==> src/rtl/regfile_writeback.sv <==
// Write-back stage for the integer register file: arbitrates ALU and LSU results
// onto a registered write port and tracks outstanding loads per destination register.
module regfile_writeback #(
    parameter int DATA_WIDTH = 32,
    parameter int ADDR_WIDTH = 5
) (
    input  logic                  clk,
    input  logic                  rst,
    input  logic                  issue_valid,
    input  logic [ADDR_WIDTH-1:0] issue_rd,
    output logic                  issue_ready,
    input  logic                  alu_valid,
    input  logic                  alu_wen,
    input  logic [ADDR_WIDTH-1:0] alu_rd,
    input  logic [DATA_WIDTH-1:0] alu_data,
    output logic                  alu_ready,
    input  logic                  lsu_valid,
    input  logic [ADDR_WIDTH-1:0] lsu_rd,
    input  logic [DATA_WIDTH-1:0] lsu_data,
    output logic                  lsu_ready,
    input  logic [ADDR_WIDTH-1:0] rs1_addr,
    input  logic [ADDR_WIDTH-1:0] rs2_addr,
    output logic                  rs1_busy,
    output logic                  rs2_busy,
    output logic                  wen,
    output logic [ADDR_WIDTH-1:0] wr_addr,
    output logic [DATA_WIDTH-1:0] wr_data,
    output logic [ADDR_WIDTH:0]   pending_cnt,
    output logic                  sb_err
);

    localparam int NREG = 2 ** ADDR_WIDTH;
    localparam logic [ADDR_WIDTH-1:0] ZERO_RD = {ADDR_WIDTH{1'b0}};

    // Bit 0 of busy_r is never set, so index 0 always reads as idle.
    logic [NREG-1:0]       busy_r;
    logic [NREG-1:0]       busy_nxt_s;
    logic                  wen_r;
    logic                  wb_lsu_r;
    logic [ADDR_WIDTH-1:0] wr_addr_r;
    logic [DATA_WIDTH-1:0] wr_data_r;
    logic [ADDR_WIDTH:0]   pending_r;
    logic [ADDR_WIDTH:0]   pending_nxt_s;
    logic                  sb_err_r;

    logic lsu_fire_s;
    logic alu_fire_s;
    logic sb_set_s;
    logic sb_clr_s;
    logic sb_err_set_s;

    // Handshake readies, transfer qualifiers and hazard queries.
    always_comb begin
        lsu_ready    = !rst;
        alu_ready    = !rst && !lsu_valid && !(alu_wen && busy_r[alu_rd]);
        issue_ready  = !rst && !busy_r[issue_rd];
        lsu_fire_s   = lsu_valid && lsu_ready;
        alu_fire_s   = alu_valid && alu_ready;
        sb_set_s     = issue_valid && issue_ready && (issue_rd != ZERO_RD);
        // A load only retires once its data sits in the write stage, so busy never
        // drops while the register file still holds the old value.
        sb_clr_s     = wen_r && wb_lsu_r && busy_r[wr_addr_r];
        sb_err_set_s = lsu_fire_s && (lsu_rd != ZERO_RD) && !busy_r[lsu_rd];
        rs1_busy     = busy_r[rs1_addr];
        rs2_busy     = busy_r[rs2_addr];
    end

    // Next scoreboard contents and outstanding-load count.
    always_comb begin
        busy_nxt_s = busy_r;
        if (sb_set_s) begin
            busy_nxt_s[issue_rd] = 1'b1;
        end else begin
            busy_nxt_s = busy_nxt_s;
        end
        if (sb_clr_s) begin
            busy_nxt_s[wr_addr_r] = 1'b0;
        end else begin
            busy_nxt_s = busy_nxt_s;
        end
        busy_nxt_s[0] = 1'b0;

        case ({sb_set_s, sb_clr_s})
            2'b10:   pending_nxt_s = pending_r + (ADDR_WIDTH + 1)'(1);
            2'b01:   pending_nxt_s = pending_r - (ADDR_WIDTH + 1)'(1);
            default: pending_nxt_s = pending_r;
        endcase
    end

    // State registers: scoreboard, error flag and the register-file write stage.
    always_ff @(posedge clk) begin
        if (rst) begin
            busy_r    <= {NREG{1'b0}};
            pending_r <= {(ADDR_WIDTH + 1){1'b0}};
            sb_err_r  <= 1'b0;
            wen_r     <= 1'b0;
            wb_lsu_r  <= 1'b0;
            wr_addr_r <= {ADDR_WIDTH{1'b0}};
            wr_data_r <= {DATA_WIDTH{1'b0}};
        end else begin
            busy_r    <= busy_nxt_s;
            pending_r <= pending_nxt_s;
            sb_err_r  <= sb_err_r || sb_err_set_s;
            if (lsu_fire_s) begin
                wen_r     <= (lsu_rd != ZERO_RD);
                wb_lsu_r  <= 1'b1;
                wr_addr_r <= lsu_rd;
                wr_data_r <= lsu_data;
            end else if (alu_fire_s) begin
                wen_r     <= alu_wen && (alu_rd != ZERO_RD);
                wb_lsu_r  <= 1'b0;
                wr_addr_r <= alu_rd;
                wr_data_r <= alu_data;
            end else begin
                wen_r    <= 1'b0;
                wb_lsu_r <= 1'b0;
            end
        end
    end

    assign wen         = wen_r;
    assign wr_addr     = wr_addr_r;
    assign wr_data     = wr_data_r;
    assign pending_cnt = pending_r;
    assign sb_err      = sb_err_r;

endmodule

==> config.mk <==
export PLATFORM = sky130hd
export DESIGN_NAME = regfile_writeback
export DESIGN_NICKNAME = d
export VERILOG_FILES = /design/src/rtl/regfile_writeback.sv
export SDC_FILE = /design/constraint.sdc
export NUM_CORES = 1
export LEC_CHECK = 0
export BUFFER_PORTS_ARGS = -buffer_cell sky130_fd_sc_hd__clkbuf_2
export CAP_MARGIN = 30
export CORE_UTILIZATION = 40
export DETAILED_ROUTE_END_ITERATION = 8
export GPL_TIMING_DRIVEN = 0
export PLACE_DENSITY = 0.67
export REMOVE_ABC_BUFFERS = 1
export SLEW_MARGIN = 20
export SYNTH_ARGS = -nofsm -noshare
export SYNTH_HDL_FRONTEND = slang
export SYNTH_SLANG_ARGS = --single-unit
export TNS_END_PERCENT = 5
==> constraint.sdc <==
create_clock -name clk -period 4.15 [get_ports clk]
set_input_delay 0 -clock clk [delete_from_list [all_inputs] [get_ports clk]]
set_output_delay 0 -clock clk [all_outputs]
set_load 0.02 [all_outputs]
==> out/results.txt <==
Status -> finished clean
Ports placed on the boundary -> 145
Min-delay worst type -> input pin to flip-flop
Overflow left after global routing -> 0
Hold_sp -> rst
Number of library cell types mapped by synthesis -> 58
Clock tree from TritonCTS -> yes
DP HPWL -> 12.3 mm
FP Rows -> 43
Y dimension of the die -> 121 um
Unrepaired setup endpoints after global routing -> false
Setup ws final -> 0.319 ns
Beginning of the worst register-to-register path -> wr_addr[4]
Number of enable-type register cells in the synthesized netlist -> 0
Worst-case vdd ir drop -> 0.000250 V
Most used flip-flop cell after synthesis -> sky130_fd_sc_hd__dfxtp_1
Worst-case headroom to the max-slew limit -> 0.394
Kind of critical path -> flip-flop to flip-flop
Placeable core region -> 0.0138 mm^2
Data arrival at the endpoint of the critical path -> 4.07 ns
Die area -> 0.0146 mm^2
Number of cells traversed by the worst hold path -> 2
Number of nets with antenna violations after routing -> 0
Number of vias in the routed layout -> 5,571
Portion of the post-synthesis area used by sequential elements -> 0.272
Clock transition at the registers of the reported paths -> 0.06 ns
Sinks on Clock Net -> 77
Worst hold-check slack -> 0.0857 ns
Area growth syn-to-layout -> 18.6%
Slew Viols, Final -> 0
DRC violation total after the first TritonRoute iteration -> 461
Share of the clock period used by the worst path -> 0.923
Total standard cell area after synthesis -> 0.00567 mm^2
Final-report setup violation count -> 0
Register-to-register setup slack -> 0.32 ns
CTS H-Tree Depth -> 3
Total Wirelength -> 17.3 mm
Clock period minus worst slack -> 3.83 ns
Routability congestion estimate -> 0.902
Worst Max-Slew Pin Slew -> 0.897 ns
Clock latency on the worst-skew pair -> 0.35 ns
Data required, critical path -> 4.39 ns
Cells after Synth -> 627
Clock tree root driver cell -> sky130_fd_sc_hd__clkbuf_16
P_leak -> 2.95 nW
Critical Path Fanout Max -> 10
Largest net degree at the start of global routing -> 81
Launching element type of the critical path -> flip-flop
Overall power after layout -> 2.07 mW
Number of failing hold endpoints at the final stage -> 0
Number of buffers added by the clock tree synthesis step -> 9
Commonest cells after routing, fill and taps aside -> sky130_fd_sc_hd__clkbuf_2, sky130_fd_sc_hd__nor2_1, sky130_fd_sc_hd__dfxtp_1
Category of the worst setup path capture point -> flip-flop
Drt drc -> 0
Die extent in x -> 121 um
Count of max-cap constraint violations -> 0
Number of nets in the final layout -> 828
Number of iterations in the first detailed-routing pass -> 5
Most frequent standard cell in the layout excluding fill and tap cells -> sky130_fd_sc_hd__clkbuf_2
Areal power density over the cells -> 308 mW/mm^2
Hold worst-path end -> pending_cnt[0]
Total routing resource utilization after global routing -> 0.237
Wire length of the first global-routing pass -> 27.0 mm
Maximum count of clock buffers along a single path -> 2
Synthesized area per cell -> 9.04 um^2
Antenna violations before repair -> 0
Setup WS pre-CTS -> -0.222 ns
YS warnings -> 0
Critical R2R Capture -> pending_cnt[5]
Worst Skew -> 0.00795 ns
Post-synthesis sequential element count -> 77
Drt wl/cell -> 18.9 um
Number of inserted diodes -> 0
Worst reg-to-reg path cell count -> 12
Effective utilization at floorplan -> 0.410
Proportion of layout cells with a drive suffix above 1 -> 0.309
Share of async-settable or async-resettable flops after synthesis -> 0
Maximum achievable frequency -> 261 MHz
PortBufs -> 144
Vias per cell -> 6.09
Via count of the first global-routing pass -> 5,216
metrics by stage:
| step | cells | setup TNS, ns | instance area [um^2] | util |
|---|---|---|---|---|
| finish | 915 | 0 | 6720 | 0.486 |
| global route | 915 | 0 | 6720 | 0.486 |
| CTS | 915 | 0 | 6710 | 0.485 |
| detailed placement | 897 | -0.291 | 6370 | 0.461 |
| global placement | 892 | -5.21 | 6280 | 0.454 |
| floorplan | 568 | -0.853 | 5330 | - |
flip-flops by register name, summed over array words and instances (netlist names):
signal and count:
wr_data 32, wr_addr 5, pending_cnt 6, wen 1, wb_lsu_r 1, busy_r 31, sb_err 1
critical path: stages, from the launching register on:
cell and delay [ns]:
sky130_fd_sc_hd__dfxtp_1 0.63, sky130_fd_sc_hd__nor3b_1 0.61, sky130_fd_sc_hd__a22o_1 0.28, sky130_fd_sc_hd__o22ai_1 0.10, sky130_fd_sc_hd__nand4_1 0.18, sky130_fd_sc_hd__and3_1 0.27
sky130_fd_sc_hd__ha_1 0.35, sky130_fd_sc_hd__inv_1 0.17, sky130_fd_sc_hd__or3_1 0.35, sky130_fd_sc_hd__a21oi_1 0.15, sky130_fd_sc_hd__mux2i_1 0.09, sky130_fd_sc_hd__a21oi_1 0.19
sky130_fd_sc_hd__mux2_2 0.35
final cells by class:
class | count | area [um^2]
inverters | 46 | 173
clock buffers | 12 | 256
fillers | 1299 | 7110
multi-input cells | 445 | 3630
flip-flops and latches | 77 | 1540
repair buffers | 151 | 823
clock inverters | 4 | 70.1
well taps | 180 | 225
routing by layer:
layer | share of wire | global-route usage | vias to the layer above
met4 | 0.029 | 0.108 | 0
met5 | 0 | 0 | -
li1 | - | - | 2571
met2 | 0.48 | 0.373 | 289
met3 | 0.086 | 0.0550 | 45
met1 | 0.41 | 0.307 | 2666
synth_stat cells (4+ instances only):
library cell               number  area, um^2
sky130_fd_sc_hd__a211oi_1      31         233
sky130_fd_sc_hd__a21oi_1       43         215
sky130_fd_sc_hd__a221oi_1      38         333
sky130_fd_sc_hd__and3_1         9        56.3
sky130_fd_sc_hd__buf_2          7        35.0
sky130_fd_sc_hd__buf_6          5        56.3
sky130_fd_sc_hd__clkbuf_1      36         135
sky130_fd_sc_hd__clkbuf_8       6        82.6
sky130_fd_sc_hd__dfxtp_1       77        1540
sky130_fd_sc_hd__inv_1         46         173
sky130_fd_sc_hd__mux2_2         8        90.1
sky130_fd_sc_hd__mux2i_1       21         210
sky130_fd_sc_hd__mux4_2        37         833
sky130_fd_sc_hd__nand2_1       12        45.0
sky130_fd_sc_hd__nand3_1       10        50.1
sky130_fd_sc_hd__nand3b_1       4        30.0
sky130_fd_sc_hd__nor2_1        80         300
sky130_fd_sc_hd__nor2b_1       35         219
sky130_fd_sc_hd__nor3_1        12        60.1
sky130_fd_sc_hd__nor3b_1        6        45.0
sky130_fd_sc_hd__o21ai_0       11        55.1
sky130_fd_sc_hd__o22a_1        32         280
sky130_fd_sc_hd__or3_1          5        31.3
where the power goes:
group / internal (mW) / switching (mW) / leakage [nW]
Combinational: 0.160 / 0.226 / 2.16
Sequential: 0.771 / 0.0389 / 0.628
Clock: 0.558 / 0.319 / 0.163
Total: 1.49 / 0.584 / 2.95
worst max path at each step:
stage / from / end / slack, ns / cells past startpoint
floorplan: busy_r[7] / pending_cnt[4] / -0.36 / 13
global placement: rst / pending_cnt[4] / -1.28 / 12
detailed placement: issue_rd[0] / pending_cnt[4] / -0.22 / 14
CTS: wr_addr[1] / pending_cnt[4] / 0.21 / 13
global route: wr_addr[4] / pending_cnt[4] / 0.02 / 13
finish: wr_addr[4] / pending_cnt[5] / 0.32 / 12
what timing repair did:
| item | CTS | global route |
|---|---|---|
| gates resized for setup | 0 | 3 |
| pin swaps | 1 | 0 |
| buffers inserted | 1 | 0 |
| cloned | 0 | 0 |
| endpoints found under the hold margin | 1 | 0 |
| hold buffers | 1 | 0 |
| endpoints found under the setup margin | 1 | 1 |
cells by family after synthesis:
logic type                 share of synthesized area
AOI/OAI and AO/OA                              0.233
xor gates and xnor gates                     0.00773
DFF                                            0.272
buffers and inverters                         0.0896
muxes                                          0.214
adders and majority gates                    0.00662
and+or+nand+nor                                0.177
(Power assumes the default switching activity.)
